File: config.mk
export PLATFORM = sky130hd
export DESIGN_NAME = input_vc_requester
export DESIGN_NICKNAME = d
export VERILOG_FILES = /design/src/rtl/input_vc_requester.sv
export SDC_FILE = /design/constraint.sdc
export NUM_CORES = 1
export LEC_CHECK = 0
export ABC_AREA = 1
export BUFFER_PORTS_ARGS = -buffer_cell sky130_fd_sc_hd__buf_2
export CAP_MARGIN = 30
export CORE_AREA = 3 3 222 224
export CTS_CLUSTER_SIZE = 25
export DETAILED_ROUTE_END_ITERATION = 6
export DIE_AREA = 0 0 225 227
export PLACE_DENSITY = 0.38
export SLEW_MARGIN = 5
export SYNTH_ARGS = -nofsm -noshare
export SYNTH_HDL_FRONTEND = slang
export SYNTH_SLANG_ARGS = --single-unit
File: constraint.sdc
create_clock -name clk -period 5.7 [get_ports clk]
set_input_delay 0.855 -clock clk [delete_from_list [all_inputs] [get_ports clk]]
set_output_delay 0.855 -clock clk [all_outputs]
set_load 0.005 [all_outputs]
File: src/rtl/input_vc_requester.sv
// Input-port requester: round-robin picks a VC with a head packet, requests
// its destination output/VC, then streams the packet once the arbiter grants.
//
// Ports:
//   clk, resetn                : clock, synchronous active-low reset
//   head_valid   [V]           : per-VC head word available
//   head_dest    [V*OW]        : per-VC destination output (VC0 in LSBs)
//   head_vc_dest [V*VW]        : per-VC destination output VC
//   rd_data      [V*data_w]    : per-VC head word
//   rd_last      [V]           : per-VC head word ends the packet
//   vc_rd_en     [V]           : pop strobe to the VC buffers
//   selected_request[o][k]     : request for output o, output VC k
//   output_dest, output_vc_dest: latched destination of the current packet
//   grant_from_output_arbiter  : grant per output
//   out_data, out_valid        : flit to the crossbar
//   out_ready                  : crossbar accepts the flit
//   last                       : handshake of the final packet word
module input_vc_requester #(
   parameter  int vc_num     = 3,
   parameter  int prio_num   = 2,
   parameter  int output_num = 8,
   parameter  int data_w     = 64,
   localparam int V          = vc_num * prio_num,
   localparam int OW         = $clog2(output_num),
   localparam int VW         = $clog2(V)
) (
   input  logic              clk,
   input  logic              resetn,
   input  logic [V-1:0]      head_valid,
   input  logic [V*OW-1:0]   head_dest,
   input  logic [V*VW-1:0]   head_vc_dest,
   input  logic [V*data_w-1:0] rd_data,
   input  logic [V-1:0]      rd_last,
   output logic [V-1:0]      vc_rd_en,
   output logic [V-1:0]      selected_request [output_num-1:0],
   output logic [OW-1:0]     output_dest,
   output logic [VW-1:0]     output_vc_dest,
   input  logic [output_num-1:0] grant_from_output_arbiter,
   output logic [data_w-1:0] out_data,
   output logic              out_valid,
   input  logic              out_ready,
   output logic              last
);

   typedef enum logic [1:0] {
      IDLE,
      REQ,
      XFER
   } state_t;

   state_t state;
   state_t state_n;

   logic [VW-1:0] rr_ptr;
   logic [VW-1:0] rr_ptr_n;
   logic [VW-1:0] sel_vc;
   logic [VW-1:0] sel_vc_n;
   logic [OW-1:0] output_dest_n;
   logic [VW-1:0] output_vc_dest_n;

   logic [OW-1:0]     dest_arr [V];
   logic [VW-1:0]     vcd_arr  [V];
   logic [data_w-1:0] data_arr [V];

   logic          pick_found;
   logic [VW-1:0] pick_vc;
   logic [VW:0]   scan;
   logic          granted;
   logic          hs;

   always_comb begin
      for (int k = 0; k < V; k++) begin
         dest_arr[k] = head_dest[k*OW +: OW];
         vcd_arr[k]  = head_vc_dest[k*VW +: VW];
         data_arr[k] = rd_data[k*data_w +: data_w];
      end
   end

   // Scan rr_ptr+1 .. rr_ptr+V with wrap; V need not be a power of two,
   // so the wrap is an explicit subtract on a one-bit-wider index.
   always_comb begin
      pick_found = 1'b0;
      pick_vc    = '0;
      scan       = '0;
      for (int i = 1; i <= V; i++) begin
         scan = {1'b0, rr_ptr} + (VW+1)'(i);
         if (scan >= (VW+1)'(V)) begin
            scan = scan - (VW+1)'(V);
         end
         if (!pick_found && head_valid[scan[VW-1:0]]) begin
            pick_found = 1'b1;
            pick_vc    = scan[VW-1:0];
         end
      end
   end

   assign granted = grant_from_output_arbiter[output_dest];

   always_comb begin
      state_n          = state;
      rr_ptr_n         = rr_ptr;
      sel_vc_n         = sel_vc;
      output_dest_n    = output_dest;
      output_vc_dest_n = output_vc_dest;
      out_valid        = 1'b0;
      out_data         = '0;
      vc_rd_en         = '0;
      last             = 1'b0;
      hs               = 1'b0;
      for (int o = 0; o < output_num; o++) begin
         selected_request[o] = '0;
      end
      unique case (state)
         IDLE: begin
            if (pick_found) begin
               sel_vc_n         = pick_vc;
               output_dest_n    = dest_arr[pick_vc];
               output_vc_dest_n = vcd_arr[pick_vc];
               state_n          = REQ;
            end
         end
         REQ: begin
            selected_request[output_dest][output_vc_dest] = 1'b1;
            if (granted) begin
               state_n = XFER;
            end
         end
         XFER: begin
            // Request is held through the packet so the arbiter keeps
            // the output locked; a dropped grant just stalls the stream.
            selected_request[output_dest][output_vc_dest] = 1'b1;
            out_valid        = head_valid[sel_vc] & granted;
            out_data         = data_arr[sel_vc];
            hs               = out_valid & out_ready;
            vc_rd_en[sel_vc] = hs;
            last             = hs & rd_last[sel_vc];
            if (last) begin
               state_n  = IDLE;
               rr_ptr_n = sel_vc;
            end
         end
         default: begin
            state_n = IDLE;
         end
      endcase
   end

   always_ff @(posedge clk) begin
      if (!resetn) begin
         state          <= IDLE;
         rr_ptr         <= VW'(V-1);
         sel_vc         <= '0;
         output_dest    <= '0;
         output_vc_dest <= '0;
      end else begin
         state          <= state_n;
         rr_ptr         <= rr_ptr_n;
         sel_vc         <= sel_vc_n;
         output_dest    <= output_dest_n;
         output_vc_dest <= output_vc_dest_n;
      end
   end

endmodule

**Word-level counts from Yosys, hierarchy flattened**

Index checks and enable logic that the tools add are counted.
W data, S select, Z words.

- Reductions and logical operators: 18
- Muxes and demuxes: 60
- Equal/unequal tests: 5
- Bitwise operators: 6
- $lt $le $gt $ge: 20
- $add $sub $neg: 12

Operators with widths:

| cell | count |
|---|---|
| $bmux W64 S3 | 1 |
| $mux W64 | 3 |
| $mux W3 | 16 |
| $mux W48 | 1 |
| $lt A3 B4 Y1 const B | 9 |
| $bmux W1 S3 | 9 |
| $ge A4 B3 Y1 const B | 6 |
| $mux W1 | 19 |
| $bmux W3 S3 | 2 |
| $demux W6 S3 | 1 |
| $sub A3 B3 Y3 const B | 6 |
| $add A3 B3 Y4 const B | 3 |
| $mux W6 | 2 |
| $ge A3 B1 Y1 const B | 3 |
| $add A3 B2 Y4 const B | 2 |
| $ge A4 B4 Y1 const B | 2 |
| $logic_and A1 B1 Y1 | 8 |
| $not A3 Y4 | 2 |
| $and A6 B6 Y6 | 1 |
| $demux W1 S3 | 2 |
| $mux W2 | 3 |
| $ne A2 B2 Y1 const B | 3 |
| $pmux W2 S3 | 1 |
| $logic_not A1 Y1 | 5 |
| other kinds (8) | 11 |

- Bits of input ports: 443
- Register bits: 14
- Logic and storage cells: 126
- Output and inout port bits: 126

**Longest topological paths before layout**

- Depth after elaboration: 25
- Gate-level depth with buffers: 23
- Mapped depth without buffers: 20

**Worst setup path before layout**

OpenSTA, ideal clock, no wires.

- Kind: register to register
- From: register rr_ptr[1]
- To: register output_dest[0]
- Data arrival time: 2599 ps
- Library setup time: 119 ps
- Period minus slack after synthesis: 2718 ps
- Path buffers: 2
- Stages on the path, launching flop included: 23
- Setup slack: 2982 ps
- Required time: 5581 ps
- Cell sequence: dfxtp_1 -> inv_1 -> ha_1 -> buf_2 -> inv_2 -> nand3_1 -> nand2_1 -> inv_1 -> nand2_1 -> nand2_1 -> nand3_2 -> nand3_4 -> nor2_4 -> nand2_4 -> nand2_1 -> nand2_1 -> nand2_4 -> nand2_4 -> buf_8 -> nand2_1 -> nand3_1 -> nand3_1 -> a21oi_1

- Cells in the longest elaborated chain, start to end: 25
- Elaborated cells between the ends (all ways): 63
- Classes of those cells: add/sub (12); order compare (6); mux (33); bitwise (1); reduce/logical (11)

Ends and longest elaborated chain:

| item | RTL line | text |
|---|---|---|
| start, declared | 54 | `logic [VW-1:0] rr_ptr;` |
| start signal, assigned | 151 | `rr_ptr <= VW'(V-1);` |
| start signal, assigned | 157 | `rr_ptr <= rr_ptr_n;` |
| $add A3 B1 Y4 | 86 | `scan = {1'b0, rr_ptr} + (VW+1)'(i);` |
| $ge A4 B3 Y1 / $sub A3 B3 Y3 (equally long branches) | 87, 88 |  |
| $mux W3 | 87 | `if (scan >= (VW+1)'(V)) begin` |
| $bmux W1 S3 | 90 | `if (!pick_found && head_valid[scan[VW-1:0]]) begin` |
| $mux W1 (not written as such) | 90 |  |
| $mux W1 | 90 |  |
| $logic_not A1 Y1 | 90 |  |
| $logic_and A1 B1 Y1 | 90 |  |
| [8 not listed] | n/a |  |
| $logic_and A1 B1 Y1 | 90 |  |
| $mux W1 | 90 |  |
| $logic_not A1 Y1 | 90 |  |
| $logic_and A1 B1 Y1 | 90 |  |
| $mux W3 | 90 |  |
| $not A3 Y4 (not written as such) | 117 | `output_dest_n = dest_arr[pick_vc];` |
| $bmux W3 S3 | 117 |  |
| $mux W3 (not written as such) (2 in series) | 117 |  |
| end signal, assigned | 159 | `output_dest <= output_dest_n;` |
| end, declared | 36 | `output logic [OW-1:0] output_dest,` |

Several ways; a longest one is shown, not always the timed one. The select of a mux whose other input is x is not followed.
A chain may end at the register's enable or synchronous reset.

**Worst setup path after layout**

- From: register sel_vc[0]
- To: output last

- Cells in the longest elaborated chain, start to end: 6
- Elaborated cells between the ends (all ways): 8
- Classes of those cells: mux (5); bitwise (3)

Ends and longest elaborated chain:

| item | RTL line | text |
|---|---|---|
| start, declared | 56 | `logic [VW-1:0] sel_vc;` |
| start signal, assigned | 158 | `sel_vc <= sel_vc_n;` |
| $bmux W1 S3 | 132 | `out_valid = head_valid[sel_vc] & granted;` |
| $mux W1 (not written as such) | 132 |  |
| $and A1 B1 Y1 | 132 |  |
| $and A1 B1 Y1 | 134 | `hs = out_valid & out_ready;` |
| $and A1 B1 Y1 * | 136 | `last = hs & rd_last[sel_vc];` |
| $mux W1 * | 113 | `unique case (state)` |
| end, declared | 42 | `output logic last` |

Mark *: on every way between the ends. The rest lies on a longest branch, timed or not. The select of a mux whose other input is x is not followed.

==> run_results.csv <==
group,metric,value,unit
cts,cts_tree,"built",
place,place_congestion,0.9085,
sta,tns,0,ns
cts,cts_buffer_depth,2,
sta,drv_slew,0,
logic_synthesis,syn_inst,1061,
worst_setup_path,critPathMostFrequentCell,"nor2_1",
layout,drive_above_1_share,0.3913,
logic_synthesis,syn_avg_cell_area,4.931,um2
power_and_ir_drop,power.switching,1.572,mW
drt,via_per_inst,4.318,
sta,worst_pin_slew,0.9886,ns
cts,htree_num_levels,1,
drt,wire_per_inst,19.42,um
floorplanning,rows,80,
floorplanning,die_area,0.05108,mm2
layout,filler_cell_count,5688,
drt,vias,9486,
layout,nets,2026,
global_route,grt_pass1_vias,9249,
global_route,antenna_found_initial,26,
layout,register_area,284.0,um2
drt,ant_nets,0,
power_and_ir_drop,p_seq_frac,0.088,
cts,clk_pin_slew,0.05,ns
place,dp_hpwl,35390,um
sta,slew_headroom,0.3409,
worst_setup_path,end_kind,"output pin",
layout,multi_input_area,0.004479,mm2
global_route,grt_use_total,0.1525,
layout,fin_util,0.1842,
cts,hold_buffers,0,
place,place_area,0.008635,mm2
run,drv_cap,0,
worst_setup_path,required,4.85,ns
cts,cts-resized-gates,0,
global_route,grt_pass1_wl,59260,um
global_route,grt-ovfl-total,0,
floorplanning,ios,569,
cts,clock-root-buffer,"clkbuf_16",
drt,wirelength,42670,um
place,portBuffers,568,
worst_setup_path,path_class,"reg2out",
sta,skew,0.005378,ns
sta,timing.final.crit_share,0.7013,
power_and_ir_drop,p_comb_frac,0.851,
hold_path,worstHoldPathType,"reg2reg",
floorplanning,die_w,225,um
worst_setup_path,start_kind,"register",
worst_setup_path,critPathArrivalTime,3.14,ns
layout,fin_area,0.008756,mm2
worst_setup_path,crit_fanout,84,
sta,hold_viol,0,
floorplanning,chipHeight,227,um
sta,setup_viol,0,
drt,firstDrtPassIters,5,
logic_synthesis,ys_ff_latch,14,
power_and_ir_drop,cell_internal_pwr,0.8916,mW
outcome,outcome,"finished, final reports clean",
power_and_ir_drop,power_density,281.3,mW/mm2
power_and_ir_drop,total_power,2.463,mW
cts,cts_buffers,3,
global_route,grt_max_degree,85,
worst_setup_path,cp_num_buf_inv,3,
power_and_ir_drop,ir_drop,257.8,uV
floorplanning,core,0.04755,mm2
cts,clock_sinks,14,
sta,rsz0062_at_grt,"no",
sta,max_freq,0.2502,GHz
logic_synthesis,synth.net_count,1517,
sta,worst_hold_slack,0.5273,ns
worst_setup_path,crit_slowest_cell,"buf_4",
layout,area_growth_syn_to_layout,67.38,%
cts,insertion_delay,0.25,ns
drt,drcViolationCount,0,
power_and_ir_drop,power_switching_share,0.6381,
logic_synthesis,seq_area_frac_synth,0.05358,
worst_setup_path,crit_family,"buffers and inverters",
cts,post_cts_buffers,0,
drt,drt_iter0_drc,534,
worst_setup_path,crit_path_max_incr_delay,0.73,ns
worst_setup_path,path_cells,"inv_4 -> buf_4 -> nor2_1 -> o31a_1 -> a211oi_1 -> nand2_1 -> nor2_1 -> buf_2",
sta,period_minus_slack,3.997,ns
power_and_ir_drop,power.share.clock,0.062,
logic_synthesis,syn-cell-area,0.005231,mm2
floorplanning,initial_core_util,0.1100,
logic_synthesis,synth.distinct_cells,40,
power_and_ir_drop,static-leakage-power,4.520,nW
logic_synthesis,ys_warn_count,0,
==> registers in the layout (all words and copies together), names as in the netlist <==
name            cells
output_dest         3
output_vc_dest      3
state               2
rr_ptr              3
sel_vc              3
==> layer usage <==
| metal | wire, um | track usage | vias up |
|---|---|---|---|
| li1 | - | - | 4610 |
| met1 | 17400 | 0.1908 | 4279 |
| met2 | 20260 | 0.2595 | 519 |
| met3 | 3310 | 0.02682 | 72 |
| met4 | 1668 | 0.06336 | 6 |
| met5 | 34 | 0 | - |
==> Yosys cell counts <==
cell type,instances,share of area
o21ai_1,2,0.0019
nand2_1,229,0.16
buf_6,3,0.0065
nor2_1,322,0.23
dfxtp_1,14,0.054
nor3_1,7,0.0067
o21ai_0,145,0.14
nand3_1,77,0.074
buf_2,2,0.0019
nand3_2,2,0.0038
clkinv_1,2,0.0014
or2_2,2,0.0024
nor2_4,1,0.0022
inv_2,4,0.0029
a221oi_1,1,0.0017
nand2_4,3,0.0065
o22ai_1,2,0.0024
o21a_1,1,0.0014
nand2_2,4,0.0048
ha_1,13,0.031
o21ai_4,1,0.0031
o211ai_1,3,0.0043
o221ai_1,1,0.0017
a21oi_1,27,0.026
xnor2_1,1,0.0017
a211oi_1,2,0.0029
clkbuf_1,55,0.039
o2111ai_1,1,0.0017
nor2_8,1,0.0038
a41oi_1,64,0.11
nor2_2,2,0.0024
inv_1,41,0.029
buf_1,12,0.0086
a21oi_2,2,0.0033
nand3_4,2,0.0067
buf_8,1,0.0029
o31a_1,1,0.0017
o21ai_2,2,0.0033
a32oi_4,1,0.0053
nand4_1,5,0.0060
==> placed cells by master (no fill, tap or decap), drive strengths merged, types with 3 or more instances in the layout <==
master,count
nand2,236
o21ai,150
dfxtp,14
a41oi,64
nand4,5
buf,577
inv,46
nor3,7
a21oi,29
clkbuf,4
nor2,326
o211ai,3
diode,13
ha,13
nand3,81
==> power groups by stage <==
stage          clock, mW  combinational [mW]  sequential (mW)
2_1_floorplan          0                1.31            0.158
3_3_place_gp           0                2.11            0.220
3_5_place_dp           0                2.13            0.219
4_1_cts            0.154                2.13            0.217
5_1_grt            0.157                2.37            0.225
6_report           0.152                2.10            0.216
==> final cells by class <==
| cell class | instances | share of cell area |
|---|---|---|
| Inverter | 47 | 0.02043 |
| Tap cell | 615 | 0.08788 |
| Sequential cell | 14 | 0.03244 |
| Timing Repair Buffer | 577 | 0.3338 |
| Clock buffer | 4 | 0.01015 |
| Multi-Input combinational cell | 927 | 0.5116 |
| Antenna cell | 13 | 0.003715 |
==> path summary, 6_finish.rpt <==
check	from	depth (start not counted)	slack [ns]	endpoint
min	state[1]$_SDFFE_PN0P_	2	0.53	state[1]$_SDFFE_PN0P_
max reg2reg	rr_ptr[0]$_SDFFE_PN1P_	20	2.25	output_vc_dest[0]$_SDFFE_PN0P_
min reg2reg	state[1]$_SDFFE_PN0P_	2	0.53	state[1]$_SDFFE_PN0P_
max	sel_vc[0]$_SDFFE_PN0P_	8	1.70	last
==> through the flow <==
step | instances | setup WS [ns]
6_report | 2197 | 1.703
5_1_grt | 2195 | 1.390
4_1_cts | 2184 | 1.639
3_5_place_dp | 2180 | 1.919
3_3_place_gp | 2179 | 1.953
2_1_floorplan | 1061 | 2.982
==> cells by family after synthesis <==
| logic type | synth area share |
|---|---|
| compound gates | 0.3064 |
| xor+xnor | 0.001675 |
| fa+ha+maj | 0.03109 |
| buf+inv | 0.09304 |
| flops | 0.05358 |
| simple gates | 0.5142 |
==> worst min-delay path, delay by kind of cell, from the launching register on <==
kind / cells / cell delay (ns)
buffers and inverters: 1 / 0.09
AO/OA/AOI/OAI: 1 / 0.08
flip-flops: 1 / 0.31
Power figures use the tool's default switching activity.
